--- config.mk ---
export PLATFORM = sky130hd
export DESIGN_NAME = pipeline_ctrl
export DESIGN_NICKNAME = d
export VERILOG_FILES = /design/src/rtl/pipeline_ctrl_pkg.sv /design/src/rtl/pipeline_ctrl_perf_cnt.sv /design/src/rtl/pipeline_ctrl.sv
export SDC_FILE = /design/constraint.sdc
export NUM_CORES = 1
export LEC_CHECK = 0
export BUFFER_PORTS_ARGS = -buffer_cell sky130_fd_sc_hd__buf_4
export CORE_MARGIN = 2
export CORE_UTILIZATION = 47
export DETAILED_ROUTE_END_ITERATION = 8
export GPL_TIMING_DRIVEN = 1
export PLACE_DENSITY_LB_ADDON = 0.08
export SKIP_LAST_GASP = 1
export SLEW_MARGIN = 20
export SYNTH_ARGS = -nofsm -noshare
export SYNTH_HDL_FRONTEND = slang
export SYNTH_SLANG_ARGS = --single-unit
--- constraint.sdc ---
create_clock -name clk -period 1.9 [get_ports clk]
set_input_delay 0.19 -clock clk [delete_from_list [all_inputs] [get_ports clk]]
set_output_delay 0.19 -clock clk [all_outputs]
set_load 0.02 [all_outputs]
--- src/rtl/pipeline_ctrl_pkg.sv ---
// ============================================================================
// pipeline_ctrl_pkg : shared types for the MINAv2 pipeline stall/flush sequencer
// Revision: 1.0
// ============================================================================
`default_nettype none

package pipeline_ctrl_pkg;

    localparam int PIPE_STAGES = 5;

    // Stall mask bit order: [0]=IA, [1]=IF/ID, [2]=ID/EX, [3]=EX/MEM, [4]=MEM/WB
    localparam logic [PIPE_STAGES-1:0] STALL_NONE  = 5'b00000;
    localparam logic [PIPE_STAGES-1:0] STALL_IA    = 5'b00001;
    localparam logic [PIPE_STAGES-1:0] STALL_FRONT = 5'b00011;
    localparam logic [PIPE_STAGES-1:0] STALL_ALL   = 5'b11111;

    typedef enum logic [1:0] {
        BOOT  = 2'd0,
        RUN   = 2'd1,
        DWAIT = 2'd2,
        HALT  = 2'd3
    } pipe_state_e;

    typedef struct packed {
        logic stall_ia;
        logic stall_if_id;
        logic flush_if_id;
        logic stall_id_ex;
        logic flush_id_ex;
        logic stall_ex_mem;
        logic stall_mem_wb;
    } pipe_ctrl_t;

    function automatic pipe_ctrl_t make_ctrl(input logic [PIPE_STAGES-1:0] stalls,
                                             input logic fl_if_id,
                                             input logic fl_id_ex);
        pipe_ctrl_t c;
        c.stall_ia     = stalls[0];
        c.stall_if_id  = stalls[1];
        c.stall_id_ex  = stalls[2];
        c.stall_ex_mem = stalls[3];
        c.stall_mem_wb = stalls[4];
        c.flush_if_id  = fl_if_id;
        c.flush_id_ex  = fl_id_ex;
        return c;
    endfunction

endpackage

`default_nettype wire

--- src/rtl/pipeline_ctrl_perf_cnt.sv ---
// ============================================================================
// pipe_perf_cnt : single saturating event counter, cleared by reset
// Revision: 1.0
// ============================================================================
`default_nettype none

module pipe_perf_cnt
    import pipeline_ctrl_pkg::*;
#(
    parameter int CNT_W = 32
) (
    input  logic             clk,
    input  logic             rst_n,
    input  logic             inc,
    output logic [CNT_W-1:0] count
);

    logic [CNT_W-1:0] count_q;
    logic [CNT_W-1:0] count_d;

    always_comb begin
        count_d = count_q;
        if (inc && (count_q != {CNT_W{1'b1}})) begin
            count_d = count_q + 1'b1;
        end
    end

    always_ff @(posedge clk or negedge rst_n) begin
        if (!rst_n) begin
            count_q <= '0;
        end else begin
            count_q <= count_d;
        end
    end

    assign count = count_q;

endmodule

`default_nettype wire

--- src/rtl/pipeline_ctrl.sv ---
// ============================================================================
// pipeline_ctrl : stall/flush sequencer for the 5-stage MINAv2 pipeline with a
//                 dmem wait watchdog. Define PIPE_PERF_EN to add perf counters.
// Revision: 1.0
// ============================================================================
`default_nettype none

module pipeline_ctrl
    import pipeline_ctrl_pkg::*;
#(
    parameter int DMEM_TIMEOUT = 64,
    parameter int CNT_W        = 32
) (
    input  logic clk,
    input  logic rst_n,
    input  logic load_hazard,
    input  logic branch_taken,
    input  logic imem_ack,
    input  logic dmem_req,
    input  logic dmem_ack,
    input  logic halt_req,
    input  logic resume,
    output logic stall_ia,
    output logic stall_if_id,
    output logic flush_if_id,
    output logic stall_id_ex,
    output logic flush_id_ex,
    output logic stall_ex_mem,
    output logic stall_mem_wb,
    output logic halted,
    output logic bus_error
`ifdef PIPE_PERF_EN
    ,
    output logic [CNT_W-1:0] perf_stall_cnt,
    output logic [CNT_W-1:0] perf_flush_cnt,
    output logic [CNT_W-1:0] perf_dwait_cnt
`endif
);

    localparam int              WAIT_W    = $clog2(DMEM_TIMEOUT);
    localparam logic [WAIT_W-1:0] WAIT_LAST = WAIT_W'(DMEM_TIMEOUT - 1);

    pipe_state_e       state_q, state_d;
    logic [WAIT_W-1:0] wait_cnt_q, wait_cnt_d;
    pipe_ctrl_t        ctrl;
    logic              dmem_stall;
    logic              wait_done;

    assign dmem_stall = dmem_req & ~dmem_ack;
    assign wait_done  = (wait_cnt_q == WAIT_LAST);

    always_ff @(posedge clk or negedge rst_n) begin
        if (!rst_n) begin
            state_q    <= BOOT;
            wait_cnt_q <= '0;
        end else begin
            state_q    <= state_d;
            wait_cnt_q <= wait_cnt_d;
        end
    end

    always_comb begin
        state_d    = state_q;
        wait_cnt_d = wait_cnt_q;
        case (state_q)
            BOOT: state_d = RUN;
            RUN: begin
                if (dmem_stall) begin
                    state_d    = DWAIT;
                    wait_cnt_d = '0;
                end else if (halt_req) begin
                    state_d = HALT;
                end
            end
            DWAIT: begin
                // Ack and timeout both return to RUN; the counter stops at terminal count.
                if (dmem_ack || wait_done) begin
                    state_d    = RUN;
                    wait_cnt_d = '0;
                end else begin
                    wait_cnt_d = wait_cnt_q + 1'b1;
                end
            end
            HALT: begin
                if (resume && !halt_req) begin
                    state_d = RUN;
                end
            end
            default: state_d = BOOT;
        endcase
    end

    always_comb begin
        ctrl      = make_ctrl(STALL_NONE, 1'b0, 1'b0);
        halted    = 1'b0;
        bus_error = 1'b0;
        if (!rst_n) begin
            ctrl = make_ctrl(STALL_ALL, 1'b1, 1'b1);
        end else begin
            case (state_q)
                BOOT: ctrl = make_ctrl(STALL_IA, 1'b1, 1'b1);
                RUN: begin
                    if (dmem_stall)         ctrl = make_ctrl(STALL_ALL, 1'b0, 1'b0);
                    else if (branch_taken)  ctrl = make_ctrl(STALL_NONE, 1'b1, 1'b1);
                    else if (load_hazard)   ctrl = make_ctrl(STALL_FRONT, 1'b0, 1'b1);
                    else if (!imem_ack)     ctrl = make_ctrl(STALL_IA, 1'b1, 1'b0);
                end
                DWAIT: begin
                    if (dmem_ack) begin
                        ctrl = make_ctrl(STALL_NONE, 1'b0, 1'b0);
                    end else if (wait_done) begin
                        ctrl      = make_ctrl(STALL_ALL, 1'b1, 1'b1);
                        bus_error = 1'b1;
                    end else begin
                        ctrl = make_ctrl(STALL_ALL, 1'b0, 1'b0);
                    end
                end
                HALT: begin
                    ctrl   = make_ctrl(STALL_ALL, 1'b0, 1'b0);
                    halted = 1'b1;
                end
                default: ctrl = make_ctrl(STALL_NONE, 1'b0, 1'b0);
            endcase
        end
    end

    assign stall_ia     = ctrl.stall_ia;
    assign stall_if_id  = ctrl.stall_if_id;
    assign flush_if_id  = ctrl.flush_if_id;
    assign stall_id_ex  = ctrl.stall_id_ex;
    assign flush_id_ex  = ctrl.flush_id_ex;
    assign stall_ex_mem = ctrl.stall_ex_mem;
    assign stall_mem_wb = ctrl.stall_mem_wb;

`ifdef PIPE_PERF_EN
    logic flush_accept;
    logic in_dwait;

    assign flush_accept = rst_n && (state_q == RUN) && !dmem_stall && branch_taken;
    assign in_dwait     = (state_q == DWAIT);

    pipe_perf_cnt #(.CNT_W(CNT_W)) u_stall_cnt (
        .clk   (clk),
        .rst_n (rst_n),
        .inc   (stall_ia),
        .count (perf_stall_cnt)
    );

    pipe_perf_cnt #(.CNT_W(CNT_W)) u_flush_cnt (
        .clk   (clk),
        .rst_n (rst_n),
        .inc   (flush_accept),
        .count (perf_flush_cnt)
    );

    pipe_perf_cnt #(.CNT_W(CNT_W)) u_dwait_cnt (
        .clk   (clk),
        .rst_n (rst_n),
        .inc   (in_dwait),
        .count (perf_dwait_cnt)
    );
`else
    logic [CNT_W-1:0] unused_cnt_w;
    assign unused_cnt_w = '0;
`endif

endmodule

`default_nettype wire

==> impl_metrics.yaml, run 1 <==
yosys:
  yosys_warnings: 0
  yosys.area.top_type_share: 0.3206
  yosys-top-cells-count: "9 x nand2_1, 9 x o21ai_0, 8 x dfrtp_1, 8 x nand3_1, 5 x nor2b_1"
  syn_inst: 78
  synth_edf_count: 0
  ys_types: 31
  yosysSeqAreaShare: 0.3206
  netlist_area_um2: 624.3
  yosys.area.top_type: "dfrtp_1"
  syn-num-nets: 88
  synth_flop_cell: "dfrtp_1"
  postSynth.asyncResetShare: 1.000
  avgSynthCellArea_um2: 8.004
  ys_ff_latch: 8
  synthTopCellsByArea: "dfrtp_1 32%, o21ai_0 7.2%, nand3_1 6.4%, nand2_1 5.4%, nor2b_1 5.0%"
global_routing:
  grt_pass1_vias: 478
  grt_pass1_wl_um: 2083
  grt_max_degree: 13
  gr-total-overflow: 0
  antenna_found_initial: 0
  grt.total_usage: 0.2057
sta:
  fin_hold_ws_ps: 171.8
  maxSlewHeadroom: 0.7330
  grt_setup_unrepaired: "false"
  finalSetupViolCount: 0
  period_minus_slack_ps: 1800
  worst_slew_pin_slew_ps: 397.8
  max_freq_mhz: 555.6
  final.setup.worst_slack_ps: 100.1
  drv_slew: 0
  period_share: 0.9473
  skew_ps: 9.951
  hold_viol: 0
  setup-tns-final_ps: 0
placement:
  place.gp.congestion: 0.8022
  place_area_um2: 752.0
  dp_cells: 107
  place_ws_ps: 372.4
  post-dp-hpwl_um: 1014
  port_buffers: 17
power:
  p_sw_frac: 0.3389
  p_per_area_nw_per_um2: 663.4
  combPwrFrac: 0.349
  ir_worst_vdd_mv: 0.5604
  p_switching_mw: 0.1764
  leakagePower_nw: 0.3376
  power_frac_clock: 0.259
  total_power_mw: 0.5205
  p_int_mw: 0.3441
  seqPwrFrac: 0.392
cells_and_area:
  area_growth_pct: 25.65
  drive_gt1_frac: 0.2604
  num_antenna_cells: 0
  finalNetCount: 108
  fin_area_um2: 784.5
  utilization: 0.6183
  fill_cells: 117
  finalNonFillerCells: 111
route:
  drc_errors: 0
  ant_nets: 0
  avgViaCountPerCell: 5.505
  wire_per_inst_um: 11.91
  via_count: 611
  drt_iter0_drc: 9
  wirelength_um: 1322
  firstDrtPassIters: 4
worst_setup_path:
  critPathRequiredTime_ps: 1710
  worstSetupEndpointType: "primary output"
  arrival_ps: 1610
  r2r_end: "wait_cnt_q[5]"
  critPathKind: "flop to primary output"
  r2r_start: "state_q[0]"
  rr_worst_depth: 3
  rrSetupSlack_ps: 420
  worst-path-max-fanout: 6
  start_kind: "flop"
flow_run:
  drv_cap: 0
die:
  rows: 13
  start_util: 0.4921
  core_um2: 1269
  io_pins: 18
  die-area_um2: 1636
  die_y_um: 40.45
  die_w_um: 40.45
clock_tree:
  numCtsBuffers: 3
  cts_buffer_depth: 2
  cts.repair.resized: 0
  cts_tree: "built"
  htree_levels: 1
  clk_pin_slew_ps: 50
  root_buffer: "clkbuf_4"
  worstSkewPairLatency_ps: 270
  clock-sinks: 8
hold_path:
  hold_depth: 3
  min_path_type: "primary input to flop"
  hold_path.startpoint: "halt_req"
  whs_endpoint: "state_q[1]"
run_status:
  status: "completed"
==> power by group through the flow <==
stage               Clock (mW)  Sequential, mW  Combinational [mW]
floorplan                    0           0.204               0.119
global placement             0           0.205               0.177
detailed placement           0           0.206               0.181
CTS                      0.137           0.203               0.183
global route             0.150           0.207               0.208
finish                   0.135           0.204               0.182
==> routing by layer <==
layer	vias to the layer above	part of all wire	global-route usage
li1	319	-	-
met1	277	0.50	0.2642
met2	11	0.43	0.2817
met3	4	0.056	0.1000
met4	0	0.016	0.1000
met5	-	0	0
==> how the worst max path moves through the flow <==
stage | start | to | slack [ps] | depth (start not counted)
4_1_cts | state_q[0] | flush_id_ex | 100 | 4
6_report | state_q[0] | flush_id_ex | 100 | 4
3_3_place_gp | state_q[0] | flush_if_id | 390 | 4
3_5_place_dp | state_q[0] | flush_id_ex | 370 | 4
5_1_grt | state_q[0] | flush_id_ex | 20 | 4
2_1_floorplan | state_q[0] | bus_error | 200 | 2
==> flip-flops by register name, summed over array words and instances, names as in the netlist <==
| signal | cells |
|---|---|
| state_q | 2 |
| wait_cnt_q | 6 |
==> cells in the final DEF (no fill, tap or decap), types with 2 or more instances in the layout <==
cell type  count
nand2b_1       2
a21o_1         2
clkbuf_4       3
o21ai_0        9
dfrtp_1        8
o21ai_1        2
inv_1          4
nand3_1        8
nand2_1        9
o211ai_1       2
buf_4         19
or3_1          2
nor2b_1        5
nor2_1         3
nor3b_1        2
==> worst max-delay path, stage by stage, from the launching register on <==
cell and delay [ps]:
dfrtp_1 370, or3b_4 430, o31a_1 320, o21ai_0 70, buf_4 160
==> cell type report <==
type                       instances  area [um^2]  area share
inverter                           4        15.01     0.01914
clock buffer                       3        22.52     0.02871
multi-input combinational         61        375.4      0.4785
sequential                         8        200.2      0.2552
timing repair buffer              20        152.6      0.1946
tap                               15        18.77     0.02392
==> repair_timing <==
item,CTS,global route
hold buffers,1,0
endpoints found under the hold margin,8,0
buffers inserted,0,0
==> cell families (layout without fill, tap and decap cells) <==
kind of cell / Yosys count / count (layout) / synth area share
compound gates: 22 / 22 / 0.2284
flops: 8 / 8 / 0.3206
simple gates: 37 / 37 / 0.3367
fa+ha+maj: 1 / 1 / 0.02004
buf+inv: 9 / 27 / 0.07815
mux: 1 / 1 / 0.01603
(Power assumes the default switching activity.)
==> run 2: changes to the inputs <==
Settings changed: CORE_AREA set to 2 2 39 41, CORE_MARGIN 2 to not set, CORE_UTILIZATION 47 to not set, DIE_AREA set to 0 0 41 43, PLACE_DENSITY set to 0.79, PLACE_DENSITY_LB_ADDON 0.08 to not set.
==> impl_metrics.yaml, run 2 (same netlist as run 1, synthesis figures left out) <==
sta:
  hold_viol: 0
  setup-tns-final_ps: 0
  maxSlewHeadroom: 0.7523
  drv_slew: 0
  skew_ps: 7.873
  worst_slew_pin_slew_ps: 369.1
  period_minus_slack_ps: 1820
  final.setup.worst_slack_ps: 79.97
  max_freq_mhz: 549.4
  period_share: 0.9579
  grt_setup_unrepaired: "false"
  finalSetupViolCount: 0
route:
  firstDrtPassIters: 4
  avgViaCountPerCell: 5.571
  via_count: 624
  ant_nets: 0
  drc_errors: 0
  wirelength_um: 1320
  wire_per_inst_um: 11.79
  drt_iter0_drc: 18
die:
  io_pins: 18
  die_w_um: 41
  core_um2: 1384
  rows: 14
  die_y_um: 43
  start_util: 0.4512
  die-area_um2: 1763
cells_and_area:
  num_antenna_cells: 0
  largest_reg_flops: 6
  top_regs: "wait_cnt_q x6, state_q x2"
  fill_cells: 121
  mostFrequentLayoutCells: "19 x buf_4, 9 x o21ai_0, 9 x nand2_1"
  finalNetCount: 108
  drive_gt1_frac: 0.2604
  seqCellArea_um2: 200.2
  final_common_cell: "buf_4"
  multi_input_area_um2: 375.4
  top_register: "wait_cnt_q"
  area_growth_pct: 25.85
clock_tree:
  postCtsSetupBuffers: 0
  clk_pin_slew_ps: 50
  root_buffer: "clkbuf_4"
  cts_buffer_depth: 2
  cts_tree: "built"
  htree_levels: 1
  numCtsBuffers: 3
  clock-sinks: 8
  worstSkewPairLatency_ps: 260
run_status:
  status: "completed"
placement:
  place.gp.congestion: 0.8412
  post-dp-hpwl_um: 1027
  place_ws_ps: 354.0
  port_buffers: 17
worst_setup_path:
  start_kind: "flop"
  cp_top_family: "simple AND/OR/NAND/NOR gates"
  arrival_ps: 1630
  worst-path-buf-inv: 1
  max_stage_delay_ps: 430
  cp_slowest_cell: "or3b_4"
  critPathKind: "flop to primary output"
  path_cells: "or3b_4, o31a_1, o21ai_0, buf_4"
  worstSetupEndpointType: "primary output"
  worst-path-max-fanout: 6
  critPathRequiredTime_ps: 1710
global_routing:
  gr-total-overflow: 0
  grt_pass1_wl_um: 2249
  grt_max_degree: 13
  grt.total_usage: 0.1851
  antenna_found_initial: 0
  grt_pass1_vias: 563
power:
  ir_worst_vdd_mv: 0.4288
  leakagePower_nw: 0.3376
  p_per_area_nw_per_um2: 654.2
flow_run:
  drv_cap: 0
hold_path:
  min_path_type: "primary input to flop"
run 2: cell counts in the layout (fill, tap and decap cells not counted):
Identical to the previous run, type by type.
run 2: path summary, 6_finish.rpt:
| kind | from | end | slack, ps | cells past startpoint |
|---|---|---|---|---|
| max | state_q[0] | flush_id_ex | 80 | 4 |
| min | halt_req | state_q[1] | 170 | 3 |
| max reg2reg | state_q[0] | wait_cnt_q[5] | 410 | 3 |
| min reg2reg | wait_cnt_q[2] | wait_cnt_q[2] | 540 | 1 |
| max in group asynchronous | rst_n | state_q[0] | 1460 | 2 |
| min in group asynchronous | rst_n | wait_cnt_q[3] | 290 | 2 |
run 2: what timing repair did:
action / 4_1_cts / 5_1_grt
endpoints found under the setup margin: 0 / 0
hold endpoints to repair: 8 / 0
resized for setup: 0 / 0
hold buffers: 1 / 0
run 2: metal layers:
metal / share of wire / global-route usage
met4: 0.013 / 0.08000
met5: 0 / 0
met2: 0.48 / 0.2656
met3: 0.046 / 0.06283
met1: 0.46 / 0.2450
run 2: where the power goes:
group	switching [mW]	internal, mW	total (mW)	leakage, nW
sequential	0.0149	0.188	0.203	0.103
combinational	0.0974	0.0839	0.181	0.220
clock	0.0579	0.0723	0.130	0.0138
run 2: through the flow:
stage | power (mW) | std cells | instance area (um^2) | hold WS (ps) | util
floorplan | 0.3230 | 78 | 624.3 | -105.6 | -
global placement | 0.3805 | 108 | 753.2 | 26.00 | 0.5443
detailed placement | 0.3848 | 108 | 753.2 | 27.09 | 0.5443
CTS | 0.5178 | 112 | 785.8 | 169.1 | 0.5678
global route | 0.5496 | 112 | 785.8 | 187.5 | 0.5678
finish | 0.5141 | 112 | 785.8 | 169.8 | 0.5678
run 2: layout make-up:
class                   instances  share of cell area
multi-input cells              61              0.4777
repair buffers                 20              0.1943
well taps                      16             0.02548
clock buffers                   3             0.02866
flip-flops and latches          8              0.2548
inverters                       4             0.01911
run 2: worst reg2reg max path, stage by stage (launching register included):
cell and delay [ps]:
dfrtp_1 370, or3b_4 430, or4_4 530, o211ai_2 70
==> run 3: changes to the inputs <==
Settings changed: PLACE_DENSITY 0.79 to 0.76.
==> impl_metrics.yaml, run 3 (same netlist as run 1, synthesis figures left out) <==
run_status:
  status: "completed"
placement:
  place_area_um2: 753.2
  port_buffers: 17
  post-dp-hpwl_um: 1018
  place.gp.congestion: 0.7593
global_routing:
  grt_pass1_wl_um: 2139
  grt.total_usage: 0.1798
  grt_max_degree: 13
  grt_pass1_vias: 504
  busiest_layer: "met1"
  gr-usage-met3: 0.04712
  antenna_found_initial: 0
  gr-total-overflow: 0
  use_met2: 0.2375
  grt_use_met1: 0.2557
worst_setup_path:
  critPathKind: "flop to primary output"
  worst-path-max-fanout: 6
  path_cells: "or3b_4, o31a_1, o21ai_0, buf_4"
  cp_slowest_cell: "or3b_4"
  arrival_ps: 1640
  max_stage_delay_ps: 430
  start_kind: "flop"
  crit_path_start: "state_q[0]"
  critPathRequiredTime_ps: 1710
  worstSetupEndpointType: "primary output"
  cp_top_family: "simple AND/OR/NAND/NOR gates"
  r2r_start: "state_q[0]"
  worst-path-buf-inv: 1
sta:
  period_minus_slack_ps: 1829
  hold_viol: 0
  finalSetupViolCount: 0
  drv_slew: 0
  grt_setup_unrepaired: "false"
  worst_slew_pin_slew_ps: 394.1
  setup-tns-final_ps: 0
  maxSlewHeadroom: 0.7355
  skew_ps: 4.261
  max_freq_mhz: 546.8
  period_share: 0.9626
  fin_hold_ws_ps: 155.1
cells_and_area:
  top_register: "wait_cnt_q"
  area_growth_pct: 25.85
  final_common_cell: "buf_4"
  mostFrequentLayoutCells: "19 x buf_4, 9 x o21ai_0, 9 x nand2_1"
  top_regs: "wait_cnt_q x6, state_q x2"
  fin_area_um2: 785.8
  finalNetCount: 108
  largest_reg_flops: 6
  drive_gt1_frac: 0.2604
  num_antenna_cells: 0
  utilization: 0.5678
clock_tree:
  cts_tree: "built"
  clock-sinks: 8
  cts_hold_repair.buffers: 1
  clk_pin_slew_ps: 50
  cts_buffer_depth: 2
  numCtsBuffers: 3
  cts.repair.resized: 0
  postCtsSetupBuffers: 0
  htree_levels: 1
  root_buffer: "clkbuf_4"
  worstSkewPairLatency_ps: 260
power:
  leakagePower_nw: 0.3376
  p_per_area_nw_per_um2: 658.3
  total_power_mw: 0.5173
  ir_worst_vdd_mv: 0.3160
route:
  avgViaCountPerCell: 5.482
  drc_errors: 0
  drt_iter0_drc: 12
  wirelength_um: 1350
  wire_per_inst_um: 12.05
  firstDrtPassIters: 4
  via_count: 614
  ant_nets: 0
die:
  die_w_um: 41
  die_y_um: 43
  core_um2: 1384
  start_util: 0.4512
  rows: 14
  die-area_um2: 1763
  io_pins: 18
hold_path:
  hold_path.startpoint: "halt_req"
  min_path_type: "primary input to flop"
flow_run:
  drv_cap: 0
## run 3: cell counts in the layout (fill, tap and decap cells not counted)
No cell type changed its count.
## run 3: worst register-to-register path, stage by stage, from the launching register on
cell and delay, ps:
dfrtp_1 380, or3b_4 430, or4_4 530, o211ai_2 70
## run 3: metal layers
layer,share of wire,wire [um]
met2,0.44,599
met4,0.017,23
met5,0,0
met3,0.045,61
met1,0.49,664
## run 3: layout make-up
type                       instances  area [um^2]
sequential                         8        200.2
timing repair buffer              20        152.6
inverter                           4        15.01
fill                             133        598.1
multi-input combinational         61        375.4
tap                               16        20.02
clock buffer                       3        22.52
## run 3: final timing paths
check / slack (ps) / depth (start not counted) / to
max: 70 / 4 / flush_id_ex
min: 160 / 3 / state_q[1]
max reg2reg: 410 / 3 / wait_cnt_q[5]
min reg2reg: 540 / 1 / wait_cnt_q[2]
max in group asynchronous: 1450 / 2 / state_q[0]
min in group asynchronous: 300 / 2 / wait_cnt_q[4]
## run 3: report_power, final
| part | internal, mW | switching, mW | total [mW] |
|---|---|---|---|
| registers | 0.188 | 0.0153 | 0.203 |
| logic | 0.0844 | 0.0988 | 0.183 |
| clock network | 0.0723 | 0.0589 | 0.131 |
## run 3: metrics by stage
| step | worst slack (ps) | instances |
|---|---|---|
| 3_5_place_dp | 345.7 | 108 |
| 6_report | 71.06 | 112 |
| 2_1_floorplan | 199.9 | 78 |
| 4_1_cts | 67.44 | 112 |
| 5_1_grt | 2.284 | 112 |
| 3_3_place_gp | 385.3 | 108 |
